<file path="config.mk">
export PLATFORM = sky130hd
export DESIGN_NAME = frame_monitor
export DESIGN_NICKNAME = d
export VERILOG_FILES = /design/src/rtl/frame_pkg.sv /design/src/rtl/frame_monitor_regs.sv /design/src/rtl/frame_monitor.sv
export SDC_FILE = /design/constraint.sdc
export NUM_CORES = 1
export LEC_CHECK = 0
export ABC_CLOCK_PERIOD_IN_PS = 4400
export BUFFER_PORTS_ARGS = -buffer_cell sky130_fd_sc_hd__buf_2
export CAP_MARGIN = 15
export CORE_ASPECT_RATIO = 2
export CORE_UTILIZATION = 25
export DETAILED_ROUTE_END_ITERATION = 10
export PLACE_DENSITY_LB_ADDON = 0.12
export SLEW_MARGIN = 20
export SYNTH_ARGS = -nofsm -noshare
export SYNTH_HDL_FRONTEND = slang
export SYNTH_SLANG_ARGS = --single-unit
</file>
<file path="constraint.sdc">
create_clock -name clk -period 4.4 [get_ports clk]
set_input_delay 0.88 -clock clk [delete_from_list [all_inputs] [get_ports clk]]
set_output_delay 0.88 -clock clk [all_outputs]
set_load 0.02 [all_outputs]
</file>
<file path="src/rtl/frame_pkg.sv">
// +--------------------------------------------------------------------+
// | frame_pkg: register map, bit positions and FSM states for the       |
// | frame_monitor sink.                       Revision: 1.0             |
// +--------------------------------------------------------------------+
`default_nettype none

package frame_pkg;

   localparam logic [7:0] ADDR_GAP    = 8'd0;
   localparam logic [7:0] ADDR_CTRL   = 8'd1;
   localparam logic [7:0] ADDR_CSUM0  = 8'd2;
   localparam logic [7:0] ADDR_CSUM1  = 8'd3;
   localparam logic [7:0] ADDR_CSUM2  = 8'd4;
   localparam logic [7:0] ADDR_CSUM3  = 8'd5;
   localparam logic [7:0] ADDR_COUNT0 = 8'd6;
   localparam logic [7:0] ADDR_COUNT1 = 8'd7;
   localparam logic [7:0] ADDR_STATUS = 8'd8;

   localparam int CTRL_ENABLE_BIT     = 0;
   localparam int CTRL_CLEAR_BIT      = 1;
   localparam int STATUS_IN_FRAME_BIT = 0;
   localparam int STATUS_GAP_BIT      = 1;
   localparam int STATUS_IRQ_BIT      = 2;

   // Values driven when the interrupt feature is built out, and for unmapped reads.
   localparam logic       STUB_IRQ  = 1'b0;
   localparam logic [7:0] STUB_READ = 8'h00;

   typedef enum logic [1:0] {
      ST_IDLE = 2'd0,
      ST_RECV = 2'd1,
      ST_GAP  = 2'd2
   } state_t;

endpackage

`default_nettype wire

</file>
<file path="src/rtl/frame_monitor_regs.sv">
// +--------------------------------------------------------------------+
// | frame_monitor_regs: Avalon-MM byte register file, read mux,         |
// | clear-stats pulse, irq pending (FRAME_MONITOR_IRQ_EN). Rev: 1.0     |
// +--------------------------------------------------------------------+
`default_nettype none

module frame_monitor_regs
   import frame_pkg::*;
#(
   parameter int GAP_W = 8
) (
   input  logic             clk,
   input  logic             reset,
   input  logic [7:0]       writedata,
   input  logic             write,
   input  logic             chipselect,
   input  logic [7:0]       address,
   input  logic             read,
   output logic [7:0]       readdata,
   output logic             irq,
   input  logic             in_frame,
   input  logic             gap_active,
   input  logic             frame_done,
   input  logic [31:0]      checksum,
   input  logic [15:0]      frame_count,
   output logic             enable,
   output logic             clear_stats,
   output logic [GAP_W-1:0] gap_cfg
);

   logic       wr_en;
   logic       rd_en;
   logic       irq_pending;
   logic [7:0] rd_mux;

   assign wr_en = chipselect && write;
   assign rd_en = chipselect && read;

   always_ff @(posedge clk or posedge reset) begin
      if (reset) begin
         gap_cfg     <= '0;
         enable      <= 1'b0;
         clear_stats <= 1'b0;
      end else begin
         clear_stats <= wr_en && (address == ADDR_CTRL) && writedata[CTRL_CLEAR_BIT];
         if (wr_en && (address == ADDR_GAP))
            gap_cfg <= writedata[GAP_W-1:0];
         if (wr_en && (address == ADDR_CTRL))
            enable <= writedata[CTRL_ENABLE_BIT];
      end
   end

`ifdef FRAME_MONITOR_IRQ_EN
   // A completion on the same cycle as the clearing STATUS read takes priority.
   always_ff @(posedge clk or posedge reset) begin
      if (reset)
         irq_pending <= 1'b0;
      else if (frame_done)
         irq_pending <= 1'b1;
      else if (rd_en && (address == ADDR_STATUS))
         irq_pending <= 1'b0;
   end
`else
   logic unused_frame_done;
   assign unused_frame_done = frame_done;
   assign irq_pending       = STUB_IRQ;
`endif

   assign irq = irq_pending;

   always_comb begin
      rd_mux = STUB_READ;
      case (address)
         ADDR_GAP:    rd_mux = 8'(gap_cfg);
         ADDR_CTRL:   rd_mux[CTRL_ENABLE_BIT] = enable;
         ADDR_CSUM0:  rd_mux = checksum[7:0];
         ADDR_CSUM1:  rd_mux = checksum[15:8];
         ADDR_CSUM2:  rd_mux = checksum[23:16];
         ADDR_CSUM3:  rd_mux = checksum[31:24];
         ADDR_COUNT0: rd_mux = frame_count[7:0];
         ADDR_COUNT1: rd_mux = frame_count[15:8];
         ADDR_STATUS: begin
            rd_mux[STATUS_IN_FRAME_BIT] = in_frame;
            rd_mux[STATUS_GAP_BIT]      = gap_active;
            rd_mux[STATUS_IRQ_BIT]      = irq_pending;
         end
         default:     rd_mux = STUB_READ;
      endcase
   end

   always_ff @(posedge clk or posedge reset) begin
      if (reset)
         readdata <= '0;
      else if (rd_en)
         readdata <= rd_mux;
   end

endmodule

`default_nettype wire

</file>
<file path="src/rtl/frame_monitor.sv">
// +--------------------------------------------------------------------+
// | frame_monitor: AXI-Stream frame sink with checksum, frame count and |
// | programmable inter-frame gap. Option: FRAME_MONITOR_IRQ_EN. Rev 1.0 |
// +--------------------------------------------------------------------+
`default_nettype none

module frame_monitor
   import frame_pkg::*;
#(
   parameter int DATA_W = 16,
   parameter int GAP_W  = 8
) (
   input  logic              clk,
   input  logic              reset,
   input  logic [7:0]        writedata,
   input  logic              write,
   input  logic              chipselect,
   input  logic [7:0]        address,
   input  logic              read,
   output logic [7:0]        readdata,
   output logic              irq,
   input  logic [DATA_W-1:0] ingress_port_tdata,
   input  logic              ingress_port_tvalid,
   output logic              ingress_port_tready,
   input  logic              ingress_port_tlast
);

   state_t           state;
   state_t           state_nxt;
   logic [GAP_W-1:0] gap_cnt;
   logic [GAP_W-1:0] gap_cnt_nxt;
   logic [GAP_W-1:0] gap_cfg;
   logic             enable;
   logic             clear_stats;
   logic             accept;
   logic             frame_done;
   logic [31:0]      run_sum;
   logic [31:0]      checksum;
   logic [15:0]      frame_count;

   assign ingress_port_tready = enable && (state != ST_GAP);
   assign accept              = ingress_port_tvalid && ingress_port_tready;
   assign frame_done          = accept && ingress_port_tlast && !clear_stats;

   always_ff @(posedge clk or posedge reset) begin
      if (reset) begin
         state   <= ST_IDLE;
         gap_cnt <= '0;
      end else begin
         state   <= state_nxt;
         gap_cnt <= gap_cnt_nxt;
      end
   end

   always_comb begin
      state_nxt   = state;
      gap_cnt_nxt = gap_cnt;
      case (state)
         ST_IDLE, ST_RECV: begin
            if (accept) begin
               if (!ingress_port_tlast) begin
                  state_nxt = ST_RECV;
               end else if (gap_cfg != '0) begin
                  state_nxt   = ST_GAP;
                  gap_cnt_nxt = gap_cfg;
               end else begin
                  state_nxt = ST_IDLE;
               end
            end
         end
         ST_GAP: begin
            if (gap_cnt <= GAP_W'(1))
               state_nxt = ST_IDLE;
            else
               gap_cnt_nxt = gap_cnt - GAP_W'(1);
         end
         default: state_nxt = ST_IDLE;
      endcase
      if (clear_stats)
         state_nxt = ST_IDLE;
   end

   always_ff @(posedge clk or posedge reset) begin
      if (reset) begin
         run_sum     <= '0;
         checksum    <= '0;
         frame_count <= '0;
      end else if (clear_stats) begin
         run_sum     <= '0;
         checksum    <= '0;
         frame_count <= '0;
      end else if (accept) begin
         if (ingress_port_tlast) begin
            checksum    <= run_sum + 32'(ingress_port_tdata);
            run_sum     <= '0;
            frame_count <= frame_count + 16'd1;
         end else begin
            run_sum <= run_sum + 32'(ingress_port_tdata);
         end
      end
   end

   frame_monitor_regs #(
      .GAP_W (GAP_W)
   ) u_regs (
      .clk         (clk),
      .reset       (reset),
      .writedata   (writedata),
      .write       (write),
      .chipselect  (chipselect),
      .address     (address),
      .read        (read),
      .readdata    (readdata),
      .irq         (irq),
      .in_frame    (state == ST_RECV),
      .gap_active  (state == ST_GAP),
      .frame_done  (frame_done),
      .checksum    (checksum),
      .frame_count (frame_count),
      .enable      (enable),
      .clear_stats (clear_stats),
      .gap_cfg     (gap_cfg)
   );

endmodule

`default_nettype wire

</file>
==> results.sh, run 1 <==
export IMPL_status="finished clean"
export IMPL_avgSynthCellArea_sq_um=9.311
export IMPL_cts_resized_gates=0
export IMPL_drtPass1Iterations=5
export IMPL_clockBufferDepth=2
export IMPL_diodes=0
export IMPL_startpoint_type="primary input"
export IMPL_chipHeight_microns=226.9
export IMPL_finalSetupViolCount=0
export IMPL_rsz0062_at_grt="no"
export IMPL_mostFrequentLayoutCells="dfrtp_1 (107), nand2_1 (91), nor2_1 (64)"
export IMPL_critPathMaxStageDelay_ps=470
export IMPL_holdBufCountCts=0
export IMPL_io_pins=49
export IMPL_layout_nets=770
export IMPL_synth_seq_cells=108
export IMPL_wl_per_cell_microns=17.91
export IMPL_combPwrFrac_pct=16.4
export IMPL_synth_cell_types=70
export IMPL_cts_buffers=9
export IMPL_cts_tree="built"
export IMPL_critPathKind="in -> reg"
export IMPL_layout_commonest_cell="dfrtp_1"
export IMPL_grt_start_max_net_pins=68
export IMPL_p_total_w=0.002354
export IMPL_synth_edf_count=0
export IMPL_clock_latency_ps=370
export IMPL_gp_congestion=0.7937
export IMPL_die_area_sq_um=25970
export IMPL_hold_class="reg -> reg"
export IMPL_rows=82
export IMPL_use_met3_pct=2.807
export IMPL_path_clk_slew_ps=80
export IMPL_crit_path_end_kind="flop"
export IMPL_fin_crit_sh_pct=68.41
export IMPL_synthArstFlopShare_pct=100.0
export IMPL_root_buffer="clkbuf_16"
export IMPL_grt_pass1_vias=5381
export IMPL_cp_required_ps=4680
export IMPL_p_switching_w=0.0006775
export IMPL_track_usage_pct=15.73
export IMPL_power_internal_w=0.001677
export IMPL_finalHoldViolations=0
export IMPL_clock_sinks=108
export IMPL_top_usage_layer="met2"
export IMPL_swShare_pct=28.78
export IMPL_grt_pass1_wl_mm=30.44
export IMPL_post_cts_buffers=0
export IMPL_synth_fp_nets=738
export IMPL_met2_usage_pct=28.91
export IMPL_p_seq_share_pct=47.1
export IMPL_design_core_area_sq_um=24930
export IMPL_crit_chain="buf_2, ha_1, a2111oi_0, o21ai_1, a31oi_1, o31ai_2, buf_4, and3_1, xnor2_1, a211oi_1"
export IMPL_ys_flop_type="dfrtp_1"
export IMPL_tightestPinTransition_ps=909.1
export IMPL_irDropWorstVdd_uv=204.2
export IMPL_first_iter_violations=262
export IMPL_drc=0
export IMPL_relSlewSlack_pct=39.39
export IMPL_setup_tns_ps=0
export IMPL_gr_total_overflow=0
export IMPL_max_freq_mhz=332.2
export IMPL_layout_min_cycle_time_ps=3010
export IMPL_worstPathArrival_ps=3290
export IMPL_maxCapViolations=0
export IMPL_start_util_pct=25.36
export IMPL_syn_cell_area_sq_um=6322
export IMPL_skew_ps=13.50
export IMPL_vias=5175
export IMPL_cpMaxStageDelayCell="a31oi_1"
export IMPL_path_max_fanout=14
export IMPL_die_x_microns=114.5
export IMPL_drive_above_1_share_pct=16.06
export IMPL_p_leak_nw=3.087
export IMPL_powerDensity_nw_per_um2=326.6
export IMPL_slew_violations=0
export IMPL_ys_seq_area_share_pct=42.75
export IMPL_dpl_hpwl_mm=14.21
export IMPL_port_buffers=47
export IMPL_synth_cells=679
export IMPL_synth_warnings=0
export IMPL_viasPerCell=4.919
export IMPL_antenna_found_initial=0
export IMPL_routed_wl_mm=18.84
export IMPL_antenna_left=0
export IMPL_syn_to_final_growth_pct=14.03
export IMPL_grt_use_met1_pct=17.12
export IMPL_p_clk_share_pct=36.5
export IMPL_h_tree_depth=3
cell families after synthesis:
kind of cell,Yosys count,share of synthesized area (%)
compound gates,191,19.79
xor+xnor,38,5.264
fa+ha+maj,20,4.077
buf+inv,47,3.147
flops,108,42.75
mux,28,6.432
other cells,1,0.05931
simple gates,246,18.48
through the flow:
step	setup slack (ps)	cells	hold WS (ps)	util [%]	area [sq um]
floorplan	674.4	679	453.8	-	6322
global placement	1018	1036	470.7	27.73	6913
detailed placement	1016	1036	478.0	27.73	6913
CTS	1399	1052	494.0	28.92	7209
global route	1307	1052	511.7	28.92	7209
finish	1390	1052	484.5	28.92	7209
worst paths after layout:
path / startpoint / end / slack (ps) / depth (start not counted)
worst min register to register: u_regs.readdata[7]$_DFFE_PP0P_ / u_regs.readdata[7]$_DFFE_PP0P_ / 480 / 2
worst max-delay path: ingress_port_tdata[6] / checksum[21]$_DFFE_PP0P_ / 1390 / 10
max in group asynchronous: reset / run_sum[12]$_DFFE_PP0P_ / 2820 / 3
worst min-delay path: u_regs.readdata[7]$_DFFE_PP0P_ / u_regs.readdata[7]$_DFFE_PP0P_ / 480 / 2
worst max register to register: run_sum[6]$_DFFE_PP0P_ / checksum[21]$_DFFE_PP0P_ / 1620 / 9
min in group asynchronous: reset / frame_count[14]$_DFFE_PP0P_ / 680 / 2
cell type report:
cell class / count / area, sq um
inverters: 11 / 43.79
well taps: 336 / 420.4
multi-input cells: 524 / 3435
repair buffers: 57 / 310.3
clock buffers: 13 / 250.2
flip-flops and latches: 108 / 2704
clock inverters: 3 / 46.29
fillers: 2643 / 17720
registers in the layout, indices dropped and copies added, names as in the netlist, 2 cells and up:
name and count:
gap_cnt 8, frame_count 16, u_regs.gap_cfg 8, run_sum 32, u_regs.readdata 8, checksum 32
state 2
synthesized netlist by cell type (all sizes together), types with 4 or more instances:
library cell	count	area [sq um]
a211oi	21	180.2
a21o	8	62.56
a21oi	48	247.7
a22o	13	113.9
a31oi	18	112.6
and2	5	31.28
and3	12	81.33
and4	4	37.54
buf	15	78.82
clkbuf	21	78.83
dfrtp	108	2703
ha	19	237.7
inv	11	41.29
mux2	11	123.9
mux2i	8	80.08
mux4	9	202.7
nand2	92	347.8
nand2b	4	25.02
nand3	15	80.08
nand4	6	43.79
nor2	65	244.0
nor2b	8	50.05
nor3	15	80.08
nor4	7	43.79
o21ai	52	260.3
or3	7	53.80
xnor2	17	148.9
xor2	21	183.9
routing by layer:
| metal | wire, microns | part of all wire (%) |
|---|---|---|
| met5 | 0 | 0 |
| met4 | 699 | 3.7 |
| met3 | 573 | 3.0 |
| met2 | 10180 | 54 |
| met1 | 7388 | 39 |
critical path: cells and delay by family:
kind	cells	cell delay (ps)
AOI/OAI and AO/OA	5	1390
xor gates and xnor gates	1	130
adders and majority gates	1	380
buffers and inverters	2	310
and+or+nand+nor	1	190
power groups by stage:
stage	clock, W	combinational (W)	sequential [W]
floorplan	0	0.000285	0.00111
global placement	0	0.000391	0.00113
detailed placement	0	0.000392	0.00113
CTS	0.000897	0.000394	0.00111
global route	0.000923	0.000435	0.00112
finish	0.000859	0.000387	0.00111
Power figures use the tool's default switching activity.
==> run 2, diff against run 1 <==
--- a/config.mk
+++ b/config.mk
@@ -5,7 +5,7 @@
 export SDC_FILE = /design/constraint.sdc
 export NUM_CORES = 1
 export LEC_CHECK = 0
-export ABC_CLOCK_PERIOD_IN_PS = 4400
+export ABC_CLOCK_PERIOD_IN_PS = 2580
 export BUFFER_PORTS_ARGS = -buffer_cell sky130_fd_sc_hd__buf_2
 export CAP_MARGIN = 15
 export CORE_ASPECT_RATIO = 2
==> constraint.sdc (replaced) <==
create_clock -name clk -period 2.58 [get_ports clk]
set_input_delay 0.516 -clock clk [delete_from_list [all_inputs] [get_ports clk]]
set_output_delay 0.516 -clock clk [all_outputs]
set_load 0.02 [all_outputs]
==> results.sh, run 2 (synthesized netlist as in run 1, its figures left out) <==
export IMPL_status="finished clean"
export IMPL_clock_sinks=108
export IMPL_syn_to_final_growth_pct=23.02
export IMPL_crit_end="checksum[18]$_DFFE_PP0P_"
export IMPL_antenna_found_initial=0
export IMPL_finalSetupViolCount=0
export IMPL_maxCapViolations=0
export IMPL_antenna_left=0
export IMPL_wl_per_cell_microns=17.74
export IMPL_fin_crit_sh_pct=94.12
export IMPL_dpl_hpwl_mm=15.01
export IMPL_p_total_w=0.004378
export IMPL_gr_total_overflow=0
export IMPL_grt_start_max_net_pins=90
export IMPL_clock_latency_ps=370
export IMPL_grt_pass1_vias=5647
export IMPL_slew_violations=0
export IMPL_powerDensity_nw_per_um2=562.9
export IMPL_gp_congestion=0.8264
export IMPL_clockBufferDepth=2
export IMPL_cts_tree="built"
export IMPL_drc=0
export IMPL_irDropWorstVdd_uv=302.6
export IMPL_r2r_start="run_sum[0]$_DFFE_PP0P_"
export IMPL_r2r_end="checksum[18]$_DFFE_PP0P_"
export IMPL_reg2reg_slack_ps=150
export IMPL_chipHeight_microns=226.9
export IMPL_max_freq_mhz=411.8
export IMPL_design_core_area_sq_um=24930
export IMPL_cp_startpoint="run_sum[0]$_DFFE_PP0P_"
export IMPL_layout_nets=824
export IMPL_h_tree_depth=3
export IMPL_seqCellArea_sq_um=2703
export IMPL_io_pins=49
export IMPL_drive_above_1_share_pct=22.99
export IMPL_grt_pass1_wl_mm=31.33
export IMPL_startpoint_type="flop"
export IMPL_fill_cells=2649
export IMPL_tightestPinTransition_ps=544.3
export IMPL_mostFrequentLayoutCells="dfrtp_1 (108), nand2_1 (91), nor2_1 (65)"
export IMPL_drtPass1Iterations=5
export IMPL_post_cts_buffers=0
export IMPL_cts_buffers=9
export IMPL_start_util_pct=25.36
export IMPL_finalHoldViolations=0
export IMPL_relSlewSlack_pct=63.71
export IMPL_reg_top3="checksum x32, run_sum x32, frame_count x16"
export IMPL_hold_class="in -> async"
export IMPL_port_buffers=47
export IMPL_layout_commonest_cell="dfrtp_1"
export IMPL_crit_path_end_kind="flop"
export IMPL_rsz0062_at_grt="no"
export IMPL_layout_min_cycle_time_ps=2428
export IMPL_rows=82
export IMPL_path_clk_slew_ps=80
export IMPL_diodes=0
export IMPL_first_iter_violations=234
export IMPL_path_max_fanout=7
export IMPL_vias=5352
export IMPL_final_util_pct=31.20
export IMPL_worstPathArrival_ps=2710
export IMPL_routed_wl_mm=19.62
export IMPL_critPathKind="reg -> reg"
export IMPL_die_x_microns=114.5
export IMPL_die_area_sq_um=25970
export IMPL_worst_r2r_path_depth=10
export IMPL_multi_input_area_sq_um=3505
export IMPL_skew_ps=8.778
export IMPL_root_buffer="clkbuf_16"
export IMPL_holdBufCountCts=0
export IMPL_p_leak_nw=3.401
export IMPL_cp_required_ps=2860
export IMPL_track_usage_pct=16.20
export IMPL_viasPerCell=4.839
-- run 2: layer usage --
| metal | part of all wire [%] | vias to the layer above | wire (microns) | track usage, % |
|---|---|---|---|---|
| li1 | - | 2624 | - | - |
| met1 | 38 | 2590 | 7455 | 17.13 |
| met4 | 3.5 | 0 | 691 | 8.672 |
| met2 | 56 | 104 | 10990 | 30.32 |
| met3 | 2.5 | 34 | 482 | 2.379 |
| met5 | 0 | - | 0 | 0 |
-- run 2: worst min path at each step --
stage,start,to,slack [ps]
2_1_floorplan,run_sum[14]$_DFFE_PP0P_,run_sum[14]$_DFFE_PP0P_,450
3_3_place_gp,u_regs.readdata[1]$_DFFE_PP0P_,u_regs.readdata[1]$_DFFE_PP0P_,460
4_1_cts,reset,checksum[20]$_DFFE_PP0P_,230
5_1_grt,reset,checksum[20]$_DFFE_PP0P_,250
6_report,reset,checksum[20]$_DFFE_PP0P_,230
3_5_place_dp,u_regs.readdata[2]$_DFFE_PP0P_,u_regs.readdata[2]$_DFFE_PP0P_,470
-- run 2: cell type report --
class / instances / area share [%]
Sequential cell: 108 / 34.75
Tap cell: 336 / 5.405
Clock inverter: 4 / 1.223
Clock buffer: 12 / 3.298
Timing Repair Buffer: 111 / 9.685
Inverter: 11 / 0.5792
Multi-Input combinational cell: 524 / 45.06
-- run 2: repair_timing --
item / 4_1_cts / 5_1_grt
resized for setup: 2 / 8
setup endpoints to repair: 2 / 9
pin swaps: 0 / 0
-- run 2: worst max-delay path, cell delays in order, from the launching register on --
cell	delay, ps
dfrtp_1	350
ha_2	210
inv_1	60
fa_2	340
nand2b_4	160
a21oi_4	160
o211a_4	180
o21bai_4	100
and2_2	220
or3_1	330
a311oi_2	230
-- run 2: report_power, final --
part | switching [W] | internal [W]
Combinational | 0.000435 | 0.000376
Sequential | 0.0000845 | 0.00181
Clock | 0.000675 | 0.00100
Total | 0.00119 | 0.00318
-- run 2: metrics by stage --
step / setup slack [ps] / hold slack [ps] / cell area, sq um / TNS, ps / instances
after floorplan: 9.719 / 453.8 / 6344 / 0 / 679
after global placement: -351.3 / 461.9 / 7371 / -5109 / 1090
after detailed placement: -327.5 / 465.8 / 7371 / -4719 / 1090
after CTS: 82.12 / 227.6 / 7729 / 0 / 1106
after global routing: 2.583 / 253.6 / 7777 / 0 / 1106
final: 151.7 / 232.6 / 7777 / 0 / 1106
==> run 3, diff against run 2 <==
--- a/config.mk
+++ b/config.mk
@@ -9,10 +9,13 @@
 export BUFFER_PORTS_ARGS = -buffer_cell sky130_fd_sc_hd__buf_2
 export CAP_MARGIN = 15
 export CORE_ASPECT_RATIO = 2
+export CORE_MARGIN = 2
 export CORE_UTILIZATION = 25
 export DETAILED_ROUTE_END_ITERATION = 10
+export MAX_ROUTING_LAYER = met4
 export PLACE_DENSITY_LB_ADDON = 0.12
 export SLEW_MARGIN = 20
 export SYNTH_ARGS = -nofsm -noshare
 export SYNTH_HDL_FRONTEND = slang
+export SYNTH_HIERARCHICAL = 1
 export SYNTH_SLANG_ARGS = --single-unit
==> results.sh, run 3 <==
export IMPL_status="finished with violations"
export IMPL_violations="setup timing"
export IMPL_layout_commonest_cell="dfrtp_1"
export IMPL_synth_fp_nets=727
export IMPL_chipHeight_microns=230.2
export IMPL_synth_warnings=6
export IMPL_layout_nets=832
export IMPL_synth_cells=668
export IMPL_hold_ws_ps=132.8
export IMPL_cpMaxStageDelayCell="dfrtp_1"
export IMPL_fin_crit_sh_pct=103.3
export IMPL_path_clk_slew_ps=80
export IMPL_antenna_found_initial=0
export IMPL_yosysTopAreaCell="dfrtp_1"
export IMPL_synthTopCellsByArea="dfrtp_1 (42%), a22o_1 (4.9%), nand2_1 (3.8%), ha_1 (3.7%), nor2_1 (3.2%)"
export IMPL_max_freq_mhz=375.2
export IMPL_grt_start_max_net_pins=66
export IMPL_relSlewSlack_pct=52.73
export IMPL_cp_top_family="compound AO/OA/AOI/OAI gates"
export IMPL_critPathMaxStageDelay_ps=400
export IMPL_drive_above_1_share_pct=27.63
export IMPL_ys_seq_area_share_pct=42.27
export IMPL_drc=0
export IMPL_antenna_left=0
export IMPL_rows=82
export IMPL_synth_cells_most_frequent="dfrtp_1 (108), nand2_1 (65), nor2_1 (55), a21oi_1 (39), a22o_1 (36)"
export IMPL_cts_buffers=9
export IMPL_port_buffers=47
export IMPL_avgSynthCellArea_sq_um=9.571
export IMPL_die_area_sq_um=26950
export IMPL_drtPass1Iterations=4
export IMPL_design_core_area_sq_um=25140
export IMPL_critPathKind="reg -> reg"
export IMPL_grt_pass1_vias=5705
export IMPL_slew_violations=0
export IMPL_viasPerCell=4.919
export IMPL_synthArstFlopShare_pct=100.0
export IMPL_ys_flop_type="dfrtp_1"
export IMPL_fill_cells=2569
export IMPL_worst_slack_ps=-85.28
export IMPL_powerDensity_nw_per_um2=603.2
export IMPL_vias=5480
export IMPL_seqCellArea_sq_um=2703
export IMPL_cp_required_ps=2880
export IMPL_clockBufferDepth=2
export IMPL_synth_cell_types=70
export IMPL_syn_to_final_growth_pct=26.18
export IMPL_mostFrequentLayoutCells="dfrtp_1 (108), buf_4 (83), nand2_1 (64)"
export IMPL_clock_sinks=108
export IMPL_path_max_fanout=3
export IMPL_synth_top_area_share_pct=42.27
export IMPL_p_leak_nw=3.609
export IMPL_startpoint_type="flop"
export IMPL_routed_wl_mm=21.15
export IMPL_synth_edf_count=0
export IMPL_cpMostUsedCell="buf_4"
export IMPL_worstPathArrival_ps=2960
export IMPL_dpl_hpwl_mm=16.80
export IMPL_finalHoldViolations=0
export IMPL_layout_min_cycle_time_ps=2665
export IMPL_gr_total_overflow=0
export IMPL_tightestPinTransition_ps=699.8
export IMPL_multi_input_area_sq_um=3616
export IMPL_post_place_ws_ps=-395.8
export IMPL_skew_ps=13.02
export IMPL_final_util_pct=32.10
export IMPL_reg_top3="checksum x32, run_sum x32, frame_count x16"
export IMPL_crit_path_end_kind="flop"
export IMPL_cts_tree="built"
export IMPL_die_x_microns=117.1
export IMPL_root_buffer="clkbuf_16"
export IMPL_p_total_w=0.004867
export IMPL_io_pins=49
export IMPL_irDropWorstVdd_uv=303.5
export IMPL_crit_chain="ha_4, inv_2, fa_2, and2b_2, o2111ai_4, a311oi_4, buf_4, buf_4, nor3_1, xnor2_1, a22o_1"
export IMPL_synth_most_common_cell="dfrtp_1"
export IMPL_grt_pass1_wl_mm=32.50
export IMPL_rsz0062_at_grt="yes"
export IMPL_clock_latency_ps=370
export IMPL_diodes=0
export IMPL_track_usage_pct=16.65
export IMPL_finalSetupViolCount=4
export IMPL_maxCapViolations=0
export IMPL_first_iter_violations=296
export IMPL_gp_congestion=0.8298
export IMPL_hold_class="in -> async"
export IMPL_synth_seq_cells=108
export IMPL_h_tree_depth=3
export IMPL_worst_path_buf_inv=3
export IMPL_wl_per_cell_microns=18.99
export IMPL_setup_tns_ps=-236.6
export IMPL_syn_cell_area_sq_um=6394
export IMPL_start_util_pct=25.44
-- run 3: cell types whose count changed in the layout (fill, tap and decap cells not counted), sizes merged, moves of 10 or more --
cell / previous run / this run
a31oi: 18 / 8
nand3: 15 / 25
a22o: 13 / 36
buf: 111 / 134
nand2: 92 / 65
a211oi: 21 / 5
-- run 3: worst paths after layout --
path | from | to | slack, ps | cells after the start
min in group clk | writedata[7] | u_regs/gap_cfg[7]$_DFFE_PP0P_ | 390 | 2
min reg2reg | checksum[1]$_DFFE_PP0P_ | checksum[1]$_DFFE_PP0P_ | 490 | 2
max in group asynchronous | reset | frame_count[13]$_DFFE_PP0P_ | 1760 | 3
min | reset | gap_cnt[0]$_DFFE_PP0P_ | 130 | 2
max | run_sum[0]$_DFFE_PP0P_ | checksum[12]$_DFFE_PP0P_ | -90 | 11
max reg2reg | run_sum[0]$_DFFE_PP0P_ | checksum[12]$_DFFE_PP0P_ | -90 | 11
-- run 3: cell families (layout without fill, tap and decap cells) --
logic type	after synthesis	in the layout	share of synthesized area, %
xor gates and xnor gates	38	38	5.205
DFF	108	108	42.27
muxes	29	29	6.067
other	1	1	0.05865
buffers and inverters	57	167	3.973
and+or+nand+nor	228	228	18.34
AOI/OAI and AO/OA	187	187	20.06
adders and majority gates	20	20	4.031
-- run 3: through the flow --
stage / std cells / cell area [sq um]
after floorplan: 668 / 6412
after global placement: 1095 / 7533
after detailed placement: 1095 / 7533
after CTS: 1112 / 7945
after global routing: 1114 / 8068
final: 1114 / 8068
-- run 3: layout make-up --
class                      count  share of cell area, %
tap                          336                  5.211
timing repair buffer         134                  11.41
inverter                      17                 0.8375
multi-input combinational    503                  44.82
sequential                   108                  33.50
clock inverter                 6                  1.380
clock buffer                  10                  2.838
-- run 3: worst register-to-register path, cell delays in order, from the launching register on --
cell and delay (ps):
dfrtp_1 400, ha_4 160, inv_2 40, fa_2 340, and2b_2 260, o2111ai_4 190
a311oi_4 360, buf_4 170, buf_4 90, nor3_1 60, xnor2_1 350, a22o_1 180
-- run 3: report_power, final --
group	switching, W	leakage [nW]	internal (W)	total [W]
clock	0.000700	0.163	0.000953	0.00165
sequential	0.000139	1.48	0.00184	0.00198
combinational	0.000707	1.96	0.000528	0.00124
total	0.00155	3.61	0.00332	0.00487
-- run 3: metal layers --
layer,vias to the layer above,GRT usage [%],share of wire (%)
met5,-,-,0
met1,2717,16.31,37
met2,71,30.92,56
met3,35,1.871,1.8
met4,0,8.934,5.0
li1,2657,-,-
-- run 3: what timing repair did --
item | CTS | global route
setup buffers | 1 | 3
hold endpoints to repair | 0 | 0
pin swaps | 4 | 15
resized for setup | 8 | 24
hold buffers | 0 | 0
setup endpoints to repair | 13 | 28
